$ cat config.mk
export PLATFORM = sky130hd
export DESIGN_NAME = wb_rr_arbiter
export DESIGN_NICKNAME = d
export VERILOG_FILES = /design/src/rtl/wb_arb_pkg.sv /design/src/rtl/rr_picker.sv /design/src/rtl/wb_rr_arbiter_chk.sv /design/src/rtl/wb_rr_arbiter.sv
export SDC_FILE = /design/constraint.sdc
export NUM_CORES = 1
export LEC_CHECK = 0
export ABC_CLOCK_PERIOD_IN_PS = 4310
export CAP_MARGIN = 0
export CORE_AREA = 3 3 112 114
export CTS_CLUSTER_DIAMETER = 50
export DETAILED_ROUTE_END_ITERATION = 7
export DIE_AREA = 0 0 115 117
export MAX_ROUTING_LAYER = met4
export PLACE_DENSITY = 0.66
export SKIP_CTS_REPAIR_TIMING = 1
export SYNTH_ARGS = -nofsm -noshare
export SYNTH_HDL_FRONTEND = slang
export SYNTH_SLANG_ARGS = --single-unit
$ cat constraint.sdc
create_clock -name clk -period 4.31 [get_ports clk]
set_clock_uncertainty 0.15 [all_clocks]
set_input_delay 1.293 -clock clk [delete_from_list [all_inputs] [get_ports clk]]
set_output_delay 1.293 -clock clk [all_outputs]
set_load 0.02 [all_outputs]
$ cat src/rtl/wb_arb_pkg.sv
// Shared types and helpers for the round-robin Wishbone arbiter.
package wb_arb_pkg;

   typedef enum logic [0:0] {
      IDLE = 1'b0,
      BUSY = 1'b1
   } state_t;

   localparam int MAX_MASTERS = 8;

   // One-hot (up to 8 bits) to binary index; zero input yields index 0.
   function automatic logic [2:0] onehot_to_idx(input logic [7:0] oh);
      logic [2:0] idx;
      idx = 3'd0;
      for (int i = 0; i < MAX_MASTERS; i++) begin
         idx = idx | (oh[i] ? 3'(i) : 3'd0);
      end
      return idx;
   endfunction

endpackage

$ cat src/rtl/rr_picker.sv
// Combinational round-robin picker: first requester at or after ptr, wrapping.
module rr_picker #(
   parameter int N  = 2,
   parameter int PW = 1
) (
   input  logic [N-1:0]  req,
   input  logic [PW-1:0] ptr,
   output logic [N-1:0]  gnt
);

   logic found;
   logic hit;

   // Scan offsets 0..N-1 from ptr; the first requesting index wins.
   always_comb begin
      gnt   = '0;
      found = 1'b0;
      hit   = 1'b0;
      for (int off = 0; off < N; off++) begin
         for (int i = 0; i < N; i++) begin
            hit    = !found && req[i] && (i == ((int'(ptr) + off) % N));
            gnt[i] = gnt[i] | hit;
            found  = found | hit;
         end
      end
   end

endmodule

$ cat src/rtl/wb_rr_arbiter_chk.sv
// Protocol checks for the round-robin arbiter.
module wb_rr_arbiter_chk #(
   parameter int N       = 2,
   parameter int MAX_OUT = 4,
   parameter int CW      = 3
) (
   input logic          clk,
   input logic          rst,
   input logic [N-1:0]  grant,
   input logic          s_cyc,
   input logic          s_stb,
   input logic          s_ack,
   input logic          s_err,
   input logic [CW-1:0] cnt
);

   a_grant_onehot: assert property (@(posedge clk) disable iff (rst) $onehot0(grant));
   a_stb_in_cyc:   assert property (@(posedge clk) disable iff (rst) s_stb |-> s_cyc);
   a_cnt_bound:    assert property (@(posedge clk) disable iff (rst) cnt <= CW'(MAX_OUT));
   a_no_ack_zero:  assert property (@(posedge clk) disable iff (rst)
                                    (s_cyc && (s_ack || s_err)) |-> (cnt != CW'(0)));

endmodule

$ cat src/rtl/wb_rr_arbiter.sv
// Round-robin Wishbone B4 pipelined arbiter: N masters share one slave port.
// A master owns the bus for its whole cycle; ownership changes only after the
// owner drops cyc, with one IDLE cycle between owners.
module wb_rr_arbiter
   import wb_arb_pkg::*;
#(
   parameter int N       = 2,
   parameter int AW      = 32,
   parameter int DW      = 32,
   parameter int MAX_OUT = 4
) (
   input  logic              clk,
   input  logic              rst,
   input  logic [N-1:0]      m_cyc,
   input  logic [N-1:0]      m_stb,
   input  logic [N-1:0]      m_we,
   input  logic [N*AW-1:0]   m_adr,
   input  logic [N*DW-1:0]   m_dat_w,
   input  logic [N*DW/8-1:0] m_sel,
   output logic [N-1:0]      m_stall,
   output logic [N-1:0]      m_ack,
   output logic [N-1:0]      m_err,
   output logic [DW-1:0]     m_dat_r,
   output logic              s_cyc,
   output logic              s_stb,
   output logic              s_we,
   output logic [AW-1:0]     s_adr,
   output logic [DW-1:0]     s_dat_w,
   output logic [DW/8-1:0]   s_sel,
   input  logic              s_stall,
   input  logic              s_ack,
   input  logic              s_err,
   input  logic [DW-1:0]     s_dat_r,
   output logic [N-1:0]      grant
);

   localparam int SW = DW / 8;
   localparam int PW = (N > 1) ? $clog2(N) : 1;
   localparam int CW = $clog2(MAX_OUT) + 1;
   localparam logic [CW-1:0] FULL = CW'(MAX_OUT);

   state_t        state_r;
   logic [PW-1:0] ptr_r;
   logic [CW-1:0] cnt_r;
   logic [PW-1:0] owner;
   logic [N-1:0]  pick;
   logic          own_cyc;
   logic          own_stb;
   logic          full;
   logic          accept;
   logic          retire;

   assign owner   = PW'(onehot_to_idx(8'(grant)));
   assign m_dat_r = s_dat_r;

   rr_picker #(.N(N), .PW(PW)) u_pick (
      .req (m_cyc),
      .ptr (ptr_r),
      .gnt (pick)
   );

   // Owner mux and per-master response routing; grant is zero outside BUSY.
   always_comb begin
      s_we    = 1'b0;
      s_adr   = '0;
      s_dat_w = '0;
      s_sel   = '0;
      own_cyc = 1'b0;
      own_stb = 1'b0;
      for (int i = 0; i < N; i++) begin
         s_we    = s_we | (m_we[i] & grant[i]);
         s_adr   = s_adr | (m_adr[i*AW +: AW] & {AW{grant[i]}});
         s_dat_w = s_dat_w | (m_dat_w[i*DW +: DW] & {DW{grant[i]}});
         s_sel   = s_sel | (m_sel[i*SW +: SW] & {SW{grant[i]}});
         own_cyc = own_cyc | (m_cyc[i] & grant[i]);
         own_stb = own_stb | (m_stb[i] & grant[i]);
      end
      full    = (cnt_r == FULL);
      s_cyc   = own_cyc;
      s_stb   = own_cyc & own_stb & ~full;
      m_stall = ~grant | (grant & {N{s_stall | full}});
      m_ack   = grant & {N{s_ack & own_cyc}};
      m_err   = grant & {N{s_err & own_cyc}};
      accept  = s_stb & ~s_stall;
      retire  = (s_ack | s_err) & own_cyc & (cnt_r != CW'(0));
   end

   // Ownership FSM with grant, round-robin pointer and outstanding counter.
   always_ff @(posedge clk or posedge rst) begin
      if (rst) begin
         state_r <= IDLE;
         grant   <= '0;
         ptr_r   <= '0;
         cnt_r   <= '0;
      end else begin
         case (state_r)
            IDLE: begin
               cnt_r <= '0;
               if (|m_cyc) begin
                  grant   <= pick;
                  state_r <= BUSY;
               end else begin
                  grant <= '0;
               end
            end
            BUSY: begin
               if (!own_cyc) begin
                  // Release (or abort): late responses are dropped since grant clears.
                  state_r <= IDLE;
                  grant   <= '0;
                  cnt_r   <= '0;
                  ptr_r   <= (owner == PW'(N - 1)) ? PW'(0) : owner + PW'(1);
               end else begin
                  cnt_r <= cnt_r + CW'(accept) - CW'(retire);
               end
            end
            default: begin
               state_r <= IDLE;
               grant   <= '0;
               cnt_r   <= '0;
            end
         endcase
      end
   end

   wb_rr_arbiter_chk #(.N(N), .MAX_OUT(MAX_OUT), .CW(CW)) u_chk (
      .clk   (clk),
      .rst   (rst),
      .grant (grant),
      .s_cyc (s_cyc),
      .s_stb (s_stb),
      .s_ack (s_ack),
      .s_err (s_err),
      .cnt   (cnt_r)
   );

endmodule

Word-level counts from Yosys, hierarchy flattened
Cells that the tools add are included.
{"block": "classes", "magnitude_cmp": 0, "n_addsub": 4, "n_eq_ne": 3, "n_mux": 10, "mul": 0, "bitwise_logic": 41, "n_shift": 0, "n_reduce_logical": 15, "div_mod_pow": 0}
{"op": "32-bit bitwise AND", "n": 4}
{"op": "32-bit logical NOT", "n": 2}
{"op": "32-bit OR", "n": 2}
{"op": "1-bit bitwise AND", "n": 13}
{"op": "1-bit OR", "n": 9}
{"op": "4-bit bitwise AND", "n": 2}
{"op": "1-bit logical AND", "n": 7}
{"op": "2-bit bitwise AND", "n": 3}
{"op": "3-bit case mux with 2 select lines", "n": 1}
{"op": "1-bit two-way mux", "n": 4}
{"op": "2-bit two-way mux", "n": 2}
{"op": "1-bit inverter", "n": 4}
{"op": "4-bit OR", "n": 1}
{"op": "2-bit case mux with 2 select lines", "n": 1}
{"op": "3-bit by 1-bit adder with 3-bit output", "n": 1}
{"op": "3-bit equality test (second input constant)", "n": 1}
{"op": "1-bit logical NOT", "n": 3}
{"op": "3-bit two-way mux", "n": 1}
{"op": "3-bit nonzero test", "n": 1}
{"op": "3-bit by 1-bit subtractor with 3-bit output", "n": 1}
{"op": "1-bit adder (second input constant)", "n": 2}
{"op": "2-bit equality test (first input constant)", "n": 1}
{"op": "2-bit != test (second input constant)", "n": 1}
{"op": "2-bit inverter", "n": 1}
{"op": "5 further kinds", "n": 5}
{"block": "word_totals", "output_inout_bits": 111, "n_memories": 0, "word_cells": 77, "inputBits": 179, "ff_bits": 7, "ram_bits": 0, "latch_bits": 0, "mem_bits_ro": 0}

Logic depth before layout (Yosys ltp)
{"block": "depth", "ltp_word": 16, "depth_mapped": 13, "ltp_nobuf": 11}

Cells and area by module
Synthesis repeated with hierarchy kept, for this count alone.
{"block": "hier_totals", "hier_cells": 173, "hier_area_um2": 1420.1}
{"module": "wb_rr_arbiter", "area_each_um2": 1401.3, "n_inst": 1, "cells_per_inst": 170, "seq_area_each_um2": 175.2}
{"module": "rr_picker", "area_each_um2": 18.8, "n_inst": 1, "cells_per_inst": 3, "seq_area_each_um2": 0.0}

Worst setup path after synthesis
Ideal clock, no wire load.
{"block": "synth_timing", "kind": "input -> output", "startpoint": "in m_cyc[0]", "endpoint": "out m_ack[0]", "required_ns": 2.867, "path_stages": 3, "n_path_buf": 0, "arrival_time_ns": 1.877, "path_slack_ns": 0.990, "path_cell_list": "a22oi_4 > inv_4 > and3_1"}
{"block": "synth_via", "elab_chain_len": 4}
{"item": "start: declaration", "line": "wb_rr_arbiter.sv:14", "text": "input logic [N-1:0] m_cyc,"}
{"item": "1-bit bitwise AND", "line": "wb_rr_arbiter.sv:75", "text": "own_cyc = own_cyc | (m_cyc[i] & grant[i]);"}
{"item": "1-bit OR", "line": "wb_rr_arbiter.sv:75"}
{"item": "via s_cyc", "line": "wb_rr_arbiter.sv:24", "text": "output logic s_cyc,"}
{"item": "1-bit bitwise AND", "line": "wb_rr_arbiter.sv:82", "text": "m_ack = grant & {N{s_ack & own_cyc}};"}
{"item": "2-bit bitwise AND", "line": "wb_rr_arbiter.sv:82"}
{"item": "end: declaration", "line": "wb_rr_arbiter.sv:21", "text": "output logic [N-1:0] m_ack,"}
The timed path passes the listed nets, and every way through them passes these cells.

Worst setup path in the final report
{"block": "layout_timing", "startpoint": "in m_cyc[1]", "endpoint": "out s_cyc"}
{"block": "layout_via", "elab_chain_len": 2}
{"item": "1-bit bitwise AND", "line": "wb_rr_arbiter.sv:75"}
{"item": "1-bit OR", "line": "wb_rr_arbiter.sv:75"}
{"item": "end: declaration", "line": "wb_rr_arbiter.sv:24"}
Every way passes these cells.

==> run metrics <==
non-filler cells in the finished layout=about 500; hold endpoint=ptr_r; DR pass1 iterations=4; Slew Limit Headroom=0.478; clock root cell=clkbuf_16; Max Cap Violations=0; worst reg2reg startpoint=grant[0]; Max VDD drop=0.172 mV; IO Count=between 200 and 300; min Tclk post-route=4200 ps; internal reg-to-reg setup slack=1470 ps; Synth area leaders=a22o_1, buf_4, dfrtp_1, buf_2, and3_1; Residual DRC=0; clock slew at reported path FFs=40 ps; hold-critical path depth=2; hold crit path type=reg2reg; Area after DPL=about 3600 um2; final hold vios=0; Data arrival, critical path=2760 ps; Initial DRC Count=between 70 and 80; Final Max Slew Viols=0; critical path type=in2out; Core Area=roughly 12000 um2; antenna fix cells=0; CTS Buf Count=3; count leader, synth=a22o_1; commonest cells in the netlist=a22o_1, buf_4, buf_2, dfrtp_1, and3_1; f_max=approximately 0.24 GHz; Post-synth ARST share=1.00; antenna viol nets, final=0; chip width=around 120 um; Total Nets Final=538; Synth top area share=0.422; hold path start=ptr_r; Port-buffer cells=approximately 230; # rows=39; worst setup margin=~110 ps; initial antenna violation count=0; Synth Cell Area=roughly 1400 um2; routed len/inst=roughly 17 um; Crit Path Max Fanout=6; Crit. End Element=primary output; fin crit share=0.975; pwr/cell area=approximately 420 nW/um2; starting density of the core=0.124; total power=1.56 mW; final setup violating endpoints=0; first-pass GRT wire length=11800 um; Global Route Usage Sum=0.113; CTS H-tree depth=1; Synth Instances=170; cell taking the most area after synthesis=a22o_1; placed instance count=494; Post-DP HPWL=~7300 um; DIE AREA=approximately 13000 um2; syn nets=between 300 and 400; Post-synth top flop=dfrtp_1; number of synthesized flops with an enable pin=0; GPL Wtd Cong=approximately 0.77; DR vias/cell=4.24; library cells used by synthesis=29; Detailed Route WL=8460 um; area grow syn2layout=156%; dpl ws=-98.7 ps; YS warnings=0; vias in the first global route=2169; gr ovfl total=0; Static Leak=1.53 nW; clock sinks=7; RSZ-0062 raised after global routing=false; Crit Reg-Reg Endpoint=cnt_r[2]; status=finished, final reports clean; largest net degree at the start of global routing=between 40 and 50; Via Count=around 2100; Die H=between 100 and 150 um; CTS tree=yes; Crit path required time=approximately 2900 ps; clk buf depth=2; share of layout cells above drive strength 1=0.0507; Seq/Total Area, Yosys=0.122; Slew @ Worst Pin=~780 ps; crit start category=input port; Mapped Avg Cell Area=roughly 8.4 um2; worst reg2reg path depth=11; post-layout util=0.318; clock latency on the worst-skew pair=~230 ps; final instance area=3660 um2; Synth Register Bits=7
## placed cells by master (no fill, tap or decap), types with 3 or more instances in the layout
cell,Yosys,final
o21ai_0,3,3
clkbuf_16,0,3
nand3_1,3,3
clkdlybuf4s50_1,0,219
and3_1,5,5
nor2_1,4,4
dlymetal6s2s_1,0,6
buf_4,39,6
nand2_1,4,4
a22o_1,69,69
dfrtp_1,7,5
a21oi_1,3,3
inv_1,4,4
## metal layers
layer / share of wire / track usage / vias up
met2: 0.52 / 0.193 / 114
met4: 0.016 / 0.0305 / 0
li1: - / - / 997
met3: 0.080 / 0.0134 / 18
met5: 0 / - / -
met1: 0.39 / 0.140 / 981
## power by group
| part | total, mW | leakage (nW) | internal [mW] | switching (mW) |
|---|---|---|---|---|
| combinational | 1.26 | 1.40 | 0.665 | 0.593 |
| sequential | 0.141 | 0.0870 | 0.0812 | 0.0600 |
| clock | 0.157 | 0.0382 | 0.123 | 0.0342 |
## worst max-delay path by stage
| stage | from | endpoint | cells after the start | slack (ps) |
|---|---|---|---|---|
| after floorplan | m_cyc[0] | m_ack[0] | 3 | 990 |
| after global placement | m_cyc[0] | s_stb | 5 | -80 |
| after detailed placement | m_cyc[0] | s_stb | 5 | -100 |
| after CTS | m_cyc[0] | s_stb | 5 | -110 |
| after global routing | m_cyc[1] | s_cyc | 5 | 40 |
| final | m_cyc[1] | s_cyc | 5 | 110 |
## layout make-up
cell class	instances	area, um2
Tap cell	143	179
Multi-Input combinational cell	107	873
Clock buffer	4	78.8
Inverter	5	21.3
Fill cell	1215	7850
Sequential cell	7	178
Timing Repair Buffer	232	2330
## flip-flops by register name (all words and copies together) (netlist names)
register,count
cnt_r,3
grant,2
ptr_r,1
state_r,1
## kinds of logic after synthesis
kind of cell / Yosys count / share of synthesized area
AO/OA/AOI/OAI: 82 / 0.495
XOR/XNOR: 1 / 0.00611
adder cells (fa/ha/maj): 3 / 0.0314
buffers and inverters: 56 / 0.268
flip-flops: 7 / 0.122
AND/OR/NAND/NOR: 21 / 0.0769
## per-stage QoR
stage | setup TNS, ps | hold WS [ps]
finish | 0 | 443
global route | 0 | 477
CTS | -397 | 448
detailed placement | -334 | 438
global placement | -253 | 400
floorplan | 0 | 382
## worst max-delay path, stage by stage
cell	delay [ps]
clkdlybuf4s50_1	550
buf_4	150
a22oi_4	50
inv_4	110
clkdlybuf4s50_1	600
No activity file was read; power rests on OpenSTA's default activity.
